--- src/rtl/drive_actuator_if.sv ---
// Command handshake between the driving controller (master) and the drive actuator (slave).
// Carries a valid/ready qualified {handle, engine} command.
interface drive_actuator_if;
    logic       cmd_valid;
    logic       cmd_ready;
    logic [1:0] cmd_handle;
    logic [3:0] cmd_engine;

    modport master (output cmd_valid, output cmd_handle, output cmd_engine, input cmd_ready);
    modport slave  (input cmd_valid, input cmd_handle, input cmd_engine, output cmd_ready);
endinterface

--- src/rtl/drive_actuator.sv ---
// Drive actuator: latches handle/engine commands and ramps the speed code toward the target.
// Optional emergency stop input and latch are built when DRIVE_ESTOP_EN is defined.
module drive_actuator #(
    parameter int STEP_CYCLES  = 4,
    parameter int BRAKE_CYCLES = 1,
    parameter int TURN_MAX     = 2
) (
    input  logic                    clk,
    input  logic                    reset,
`ifdef DRIVE_ESTOP_EN
    input  logic                    estop,
`endif
    drive_actuator_if.slave         cmd,
    output logic [3:0]              speed,
    output logic [1:0]              steer,
    output logic                    brake,
    output logic                    at_target,
    output logic                    cmd_err
);

    localparam int CNT_MAX = (STEP_CYCLES > BRAKE_CYCLES) ? STEP_CYCLES : BRAKE_CYCLES;
    localparam int CNT_W   = (CNT_MAX > 1) ? $clog2(CNT_MAX) : 1;
    localparam logic [CNT_W-1:0] STEP_LAST  = CNT_W'(STEP_CYCLES - 1);
    localparam logic [CNT_W-1:0] BRAKE_LAST = CNT_W'(BRAKE_CYCLES - 1);
    localparam logic [3:0]       TURN_LIM   = 4'(TURN_MAX);

    typedef enum logic [1:0] {IDLE, ACCEL, DECEL, CRUISE} state_t;

    function automatic logic [3:0] limit_turn(input logic [3:0] t, input logic [1:0] h);
        if (h != 2'b00 && t > TURN_LIM) return TURN_LIM;
        return t;
    endfunction

    function automatic logic [3:0] sat_dec2(input logic [3:0] s);
        return (s >= 4'd2) ? s - 4'd2 : 4'd0;
    endfunction

    function automatic state_t classify(input logic [3:0] s, input logic [3:0] e);
        if (s < e)      return ACCEL;
        if (s > e)      return DECEL;
        if (s == 4'd0)  return IDLE;
        return CRUISE;
    endfunction

    state_t           state, state_next;
    logic [3:0]       tgt, tgt_next;
    logic [1:0]       hdl, hdl_next;
    logic [CNT_W-1:0] cnt, cnt_next;
    logic [3:0]       speed_next;
    logic             err_next;
    logic             accept;
    logic             active;

`ifdef DRIVE_ESTOP_EN
    logic latch;

    // The stop stays in force after estop drops until the vehicle is at standstill.
    assign active = estop | (latch & (speed != 4'd0));

    always_ff @(posedge clk) begin
        if (reset) latch <= 1'b0;
        else       latch <= active;
    end
`else
    assign active = 1'b0;
`endif

    assign cmd.cmd_ready = ~active;
    assign accept        = cmd.cmd_valid & cmd.cmd_ready;
    assign at_target     = (speed == limit_turn(tgt, hdl));
    assign brake         = (state == DECEL) | active;
    assign steer         = (active || speed > TURN_LIM) ? 2'b00 : hdl;

    always_comb begin
        speed_next = speed;
        tgt_next   = tgt;
        hdl_next   = hdl;
        cnt_next   = cnt;
        err_next   = 1'b0;
        if (active) begin
            speed_next = sat_dec2(speed);
            tgt_next   = 4'd0;
            cnt_next   = '0;
        end else if (accept) begin
            // A command always wins over a pending step tick and restarts the count.
            tgt_next = cmd.cmd_engine;
            hdl_next = (cmd.cmd_handle == 2'b11) ? 2'b00 : cmd.cmd_handle;
            cnt_next = '0;
            err_next = (cmd.cmd_handle == 2'b11);
        end else begin
            unique case (state)
                ACCEL: begin
                    if (cnt == STEP_LAST) begin
                        speed_next = speed + 4'd1;
                        cnt_next   = '0;
                    end else begin
                        cnt_next = cnt + CNT_W'(1);
                    end
                end
                DECEL: begin
                    if (cnt == BRAKE_LAST) begin
                        speed_next = speed - 4'd1;
                        cnt_next   = '0;
                    end else begin
                        cnt_next = cnt + CNT_W'(1);
                    end
                end
                default: cnt_next = '0;
            endcase
        end
        state_next = classify(speed_next, limit_turn(tgt_next, hdl_next));
        if (state_next != state) cnt_next = '0;
    end

    always_ff @(posedge clk) begin
        if (reset) begin
            state   <= IDLE;
            speed   <= 4'd0;
            tgt     <= 4'd0;
            hdl     <= 2'b00;
            cnt     <= '0;
            cmd_err <= 1'b0;
        end else begin
            state   <= state_next;
            speed   <= speed_next;
            tgt     <= tgt_next;
            hdl     <= hdl_next;
            cnt     <= cnt_next;
            cmd_err <= err_next;
        end
    end

endmodule

--- src/flat_wrapper.sv ---
// flat-port wrapper written by rule: the top's interface ports become plain ports
module drive_actuator_flat 
#(
    parameter int STEP_CYCLES  = 4,
    parameter int BRAKE_CYCLES = 1,
    parameter int TURN_MAX     = 2
)
  (clk, reset, speed, steer, brake, at_target, cmd_err, cmd_cmd_valid, cmd_cmd_handle, cmd_cmd_engine, cmd_cmd_ready);
  drive_actuator_if cmd_i ();
  input  logic clk;
  input  logic reset;
  output logic [3:0] speed;
  output logic [1:0] steer;
  output logic brake;
  output logic at_target;
  output logic cmd_err;
  input wire logic [$bits(cmd_i.cmd_valid)-1:0] cmd_cmd_valid;
  input wire logic [$bits(cmd_i.cmd_handle)-1:0] cmd_cmd_handle;
  input wire logic [$bits(cmd_i.cmd_engine)-1:0] cmd_cmd_engine;
  output wire logic [$bits(cmd_i.cmd_ready)-1:0] cmd_cmd_ready;
  assign cmd_i.cmd_valid = cmd_cmd_valid;
  assign cmd_i.cmd_handle = cmd_cmd_handle;
  assign cmd_i.cmd_engine = cmd_cmd_engine;
  assign cmd_cmd_ready = cmd_i.cmd_ready;
  drive_actuator #(.STEP_CYCLES(STEP_CYCLES), .BRAKE_CYCLES(BRAKE_CYCLES), .TURN_MAX(TURN_MAX)) u_core (.clk(clk), .reset(reset), .cmd(cmd_i), .speed(speed), .steer(steer), .brake(brake), .at_target(at_target), .cmd_err(cmd_err));
endmodule
--- config.mk ---
export PLATFORM = sky130hd
export DESIGN_NAME = drive_actuator_flat
export DESIGN_NICKNAME = d
export VERILOG_FILES = /design/src/rtl/drive_actuator_if.sv /design/src/rtl/drive_actuator.sv /design/src/flat_wrapper.sv
export SDC_FILE = /design/constraint.sdc
export NUM_CORES = 1
export LEC_CHECK = 0
export CAP_MARGIN = 20
export CORE_MARGIN = 3
export CORE_UTILIZATION = 48
export DETAILED_ROUTE_END_ITERATION = 8
export PLACE_DENSITY = 0.75
export SLEW_MARGIN = 20
export SYNTH_ARGS = -nofsm -noshare
export SYNTH_HDL_FRONTEND = slang
export SYNTH_SLANG_ARGS = --single-unit
--- constraint.sdc ---
create_clock -name clk -period 2.9 [get_ports clk]
set_clock_uncertainty 0.1 [all_clocks]
set_input_delay 0.725 -clock clk [delete_from_list [all_inputs] [get_ports clk]]
set_output_delay 0.725 -clock clk [all_outputs]
set_load 0.1 [all_outputs]
==> results.cfg, run 1 <==
[clocking]
tritoncts = built
clk_latency_ns = 0.28
clk_path_buf_depth = 2
cts_buffers = 3
htree_levels = 1
cts_hold_buf = 0
clkTransAtPathRegs_ns = 0.09
cts.sinks = 15
cts.root.buffer_cell = clkbuf_4

[die]
dieHeight_um = 56.90
ioPinCount = 19
dieArea_mm2 = 0.003238
dieWidth_um = 56.90
rows = 17
design.core.area_mm2 = 0.002340
initial_utilization_pct = 53.16

[layout]
final_common_cell = buf_4
layout_common_cells = buf_4, inv_1, nand2_1, nor2_1
stdcell_area_mm2 = 0.001672
area_delta_synth_final_pct = 34.41
drive_above_1_share_pct = 29.95
multi_input_area_um2 = 893.4
seq_area_um2 = 317.8
fin_util_pct = 71.44
num-fill-cells = 187
n_antenna_cell = 0
fin_nets = 209

[pwr]
p_sw_share_pct = 42.04
p_int_w = 0.0005123
ir_drop_mv = 0.4773
p_comb_share_pct = 58.4
p_clk_share_pct = 13.3
netSwitchingPower_w = 0.0003715
power.density_mw_per_mm2 = 528.7
p_leak_nw = 0.7066
power.total_w = 0.0008838
p_seq_share_pct = 28.3

[worst_setup_path]
worstSetupStartpointType = register
crit_type = register to register
worstPathRequired_ns = 3.01
cp_max_fo = 4
cp.arrival_ns = 2.99
critPathCaptureType = register

[grt]
gr-usage-met1_pct = 25.76
met2_usage_pct = 32.79
use_met3_pct = 1.379
grt_first_pass_wirelength_um = 5057
overflow = 0
grt-busiest-layer = met2
global_route.usage.total_pct = 18.97
grt_pass1_vias = 1180
grt_start_max_net_pins = 16
antenna_found_initial = 0

[sta]
hold_viol = 0
hold_slack_ns = 0.4238
min_period_over_period_pct = 99.29
rsz0062_at_grt = true
clock.fmax_ghz = 0.3473
fin_crit_ns = 2.879
setup_viol = 0
slew_viol_final = 0

[route]
wl_per_cell_um = 13.68
drc = 0
ant_nets = 0
dr.pass1.iters = 4
viasPerCell = 5.600
drt_iter0_markers = 45
vias = 1204
totalWireLength_um = 2941

[placement]
dpl_cell_area_mm2 = 0.001600
dp_hpwl_um = 2292
place_congestion = 0.8423
portBuffers = 17

[synth]
postSynthCellCount = 153
synth.top_cell.area_share_pct = 24.14
ys_ff_latch = 15
ys_top_cells_by_area = dfxtp_1, ha_1, mux2i_1
synthesis.area_mm2 = 0.001244
syn_area_per_cell_um2 = 8.129
ys_seq_area_share_pct = 24.14
synth_top_area_cell = dfxtp_1
yosysWarnings = 0
ys_types = 44
synthesis.nets = 174

[hold_path]
min_path_type = register to register

[run_status]
status = finished clean

[job]
drv_cap = 0
==> worst paths after layout <==
path,from,endpoint,slack (ns),depth (start not counted)
worst max-delay path,u_core.state[1]$_SDFF_PP0_,u_core.cnt[0]$_SDFF_PP0_,0.02,11
worst min-delay path,u_core.hdl[1]$_SDFF_PP0_,u_core.hdl[1]$_SDFF_PP0_,0.42,2
worst max register to register,u_core.state[1]$_SDFF_PP0_,u_core.cnt[0]$_SDFF_PP0_,0.02,11
worst min register to register,u_core.hdl[1]$_SDFF_PP0_,u_core.hdl[1]$_SDFF_PP0_,0.42,2
==> critical path: stages (launching register included) <==
cell	delay [ns]
dfxtp_2	0.36
ha_4	0.26
or4b_1	0.52
mux2i_1	0.17
a221o_1	0.22
ha_4	0.16
nand4_1	0.14
a2111o_1	0.35
buf_6	0.13
nor3_4	0.13
mux2i_1	0.11
a21oi_1	0.15
==> synthesized netlist by cell type <==
library cell and instances:
dfxtp_1 15, ha_1 12, inv_1 12, nand2_1 11
nor2_1 11, a21oi_1 8, nor2b_1 7, o21ai_0 7
mux2i_1 5, o31ai_1 5, clkbuf_1 4, mux2_2 4
nand4_1 4, and2_1 3, nand2b_1 3, nand3b_1 3
o21a_1 3, a211o_1 2, a22oi_1 2, buf_2 2
buf_4 2, buf_6 2, nand3_1 2, nor3_1 2
nor4_1 2, xnor2_1 2, a2111o_1 1, a211oi_1 1
a211oi_2 1, a21o_1 1, a221o_1 1, a32oi_1 1
and2b_1 1, and3b_1 1, and4b_1 1, conb_1 1
nand4b_1 1, nor4b_1 1, nor4b_2 1, o22ai_1 1
o311a_1 1, or2_1 1, or4b_1 1, xor2_1 1
==> area by class of cell <==
cell class / count / area share (%)
Sequential cell: 15 / 19.01
Timing Repair Buffer: 40 / 21.18
Multi-Input combinational cell: 116 / 53.44
Inverter: 12 / 2.695
Clock buffer: 4 / 1.572
Tap cell: 28 / 2.096
==> state kept, by name, indices dropped and copies added (netlist names) <==
signal          count
u_core.cnt          2
u_core.speed        4
u_core.tgt          4
u_core.cmd_err      1
u_core.hdl          2
u_core.state        2
==> layer usage <==
metal  vias to the layer above  wire (um)  part of all wire (%)
met3                         7        101                   3.4
met2                        23       1356                    46
li1                        617          -                     -
met1                       557       1441                    49
met5                         -          0                     0
met4                         0         42                   1.4
==> power groups by stage <==
| stage | sequential (W) | clock [W] | combinational [W] |
|---|---|---|---|
| finish | 0.000250 | 0.000117 | 0.000516 |
| global route | 0.000254 | 0.000128 | 0.000561 |
| CTS | 0.000249 | 0.000119 | 0.000493 |
| detailed placement | 0.000254 | 0 | 0.000479 |
| global placement | 0.000253 | 0 | 0.000467 |
| floorplan | 0.000272 | 0 | 0.000307 |
==> metrics by stage <==
step | cells | setup WS [ns] | setup TNS, ns
2_1_floorplan | 153 | -0.1015 | -0.2030
3_3_place_gp | 208 | -0.5446 | -1.682
3_5_place_dp | 208 | -0.5954 | -1.793
4_1_cts | 213 | 0.02652 | 0
5_1_grt | 215 | -0.1254 | -0.2312
6_report | 215 | 0.02060 | 0
==> logic make-up after synthesis <==
kind of cell / after synthesis / synth area share (%)
compound gates: 35 / 19.42
xor+xnor: 3 / 2.113
fa+ha+maj: 12 / 12.07
buf+inv: 22 / 8.651
mux: 9 / 7.646
other cells: 1 / 0.3015
flops: 15 / 24.15
simple gates: 56 / 25.65
==> what timing repair did <==
action | CTS | global route
gates resized for setup | 9 | 4
buffers inserted | 1 | 2
endpoints found under the setup margin | 4 | 2
hold endpoints to repair | 0 | 0
pin swaps | 6 | 1
No activity file was read; power rests on OpenSTA's default activity.
==> inputs of run 2 (changes only) <==
--- a/config.mk
+++ b/config.mk
@@ -14,3 +14,4 @@
 export SYNTH_ARGS = -nofsm -noshare
 export SYNTH_HDL_FRONTEND = slang
 export SYNTH_SLANG_ARGS = --single-unit
+export TNS_END_PERCENT = 100
==> results of run 2 <==
The final DEF is identical to that of run 1; final timing and power are the same.
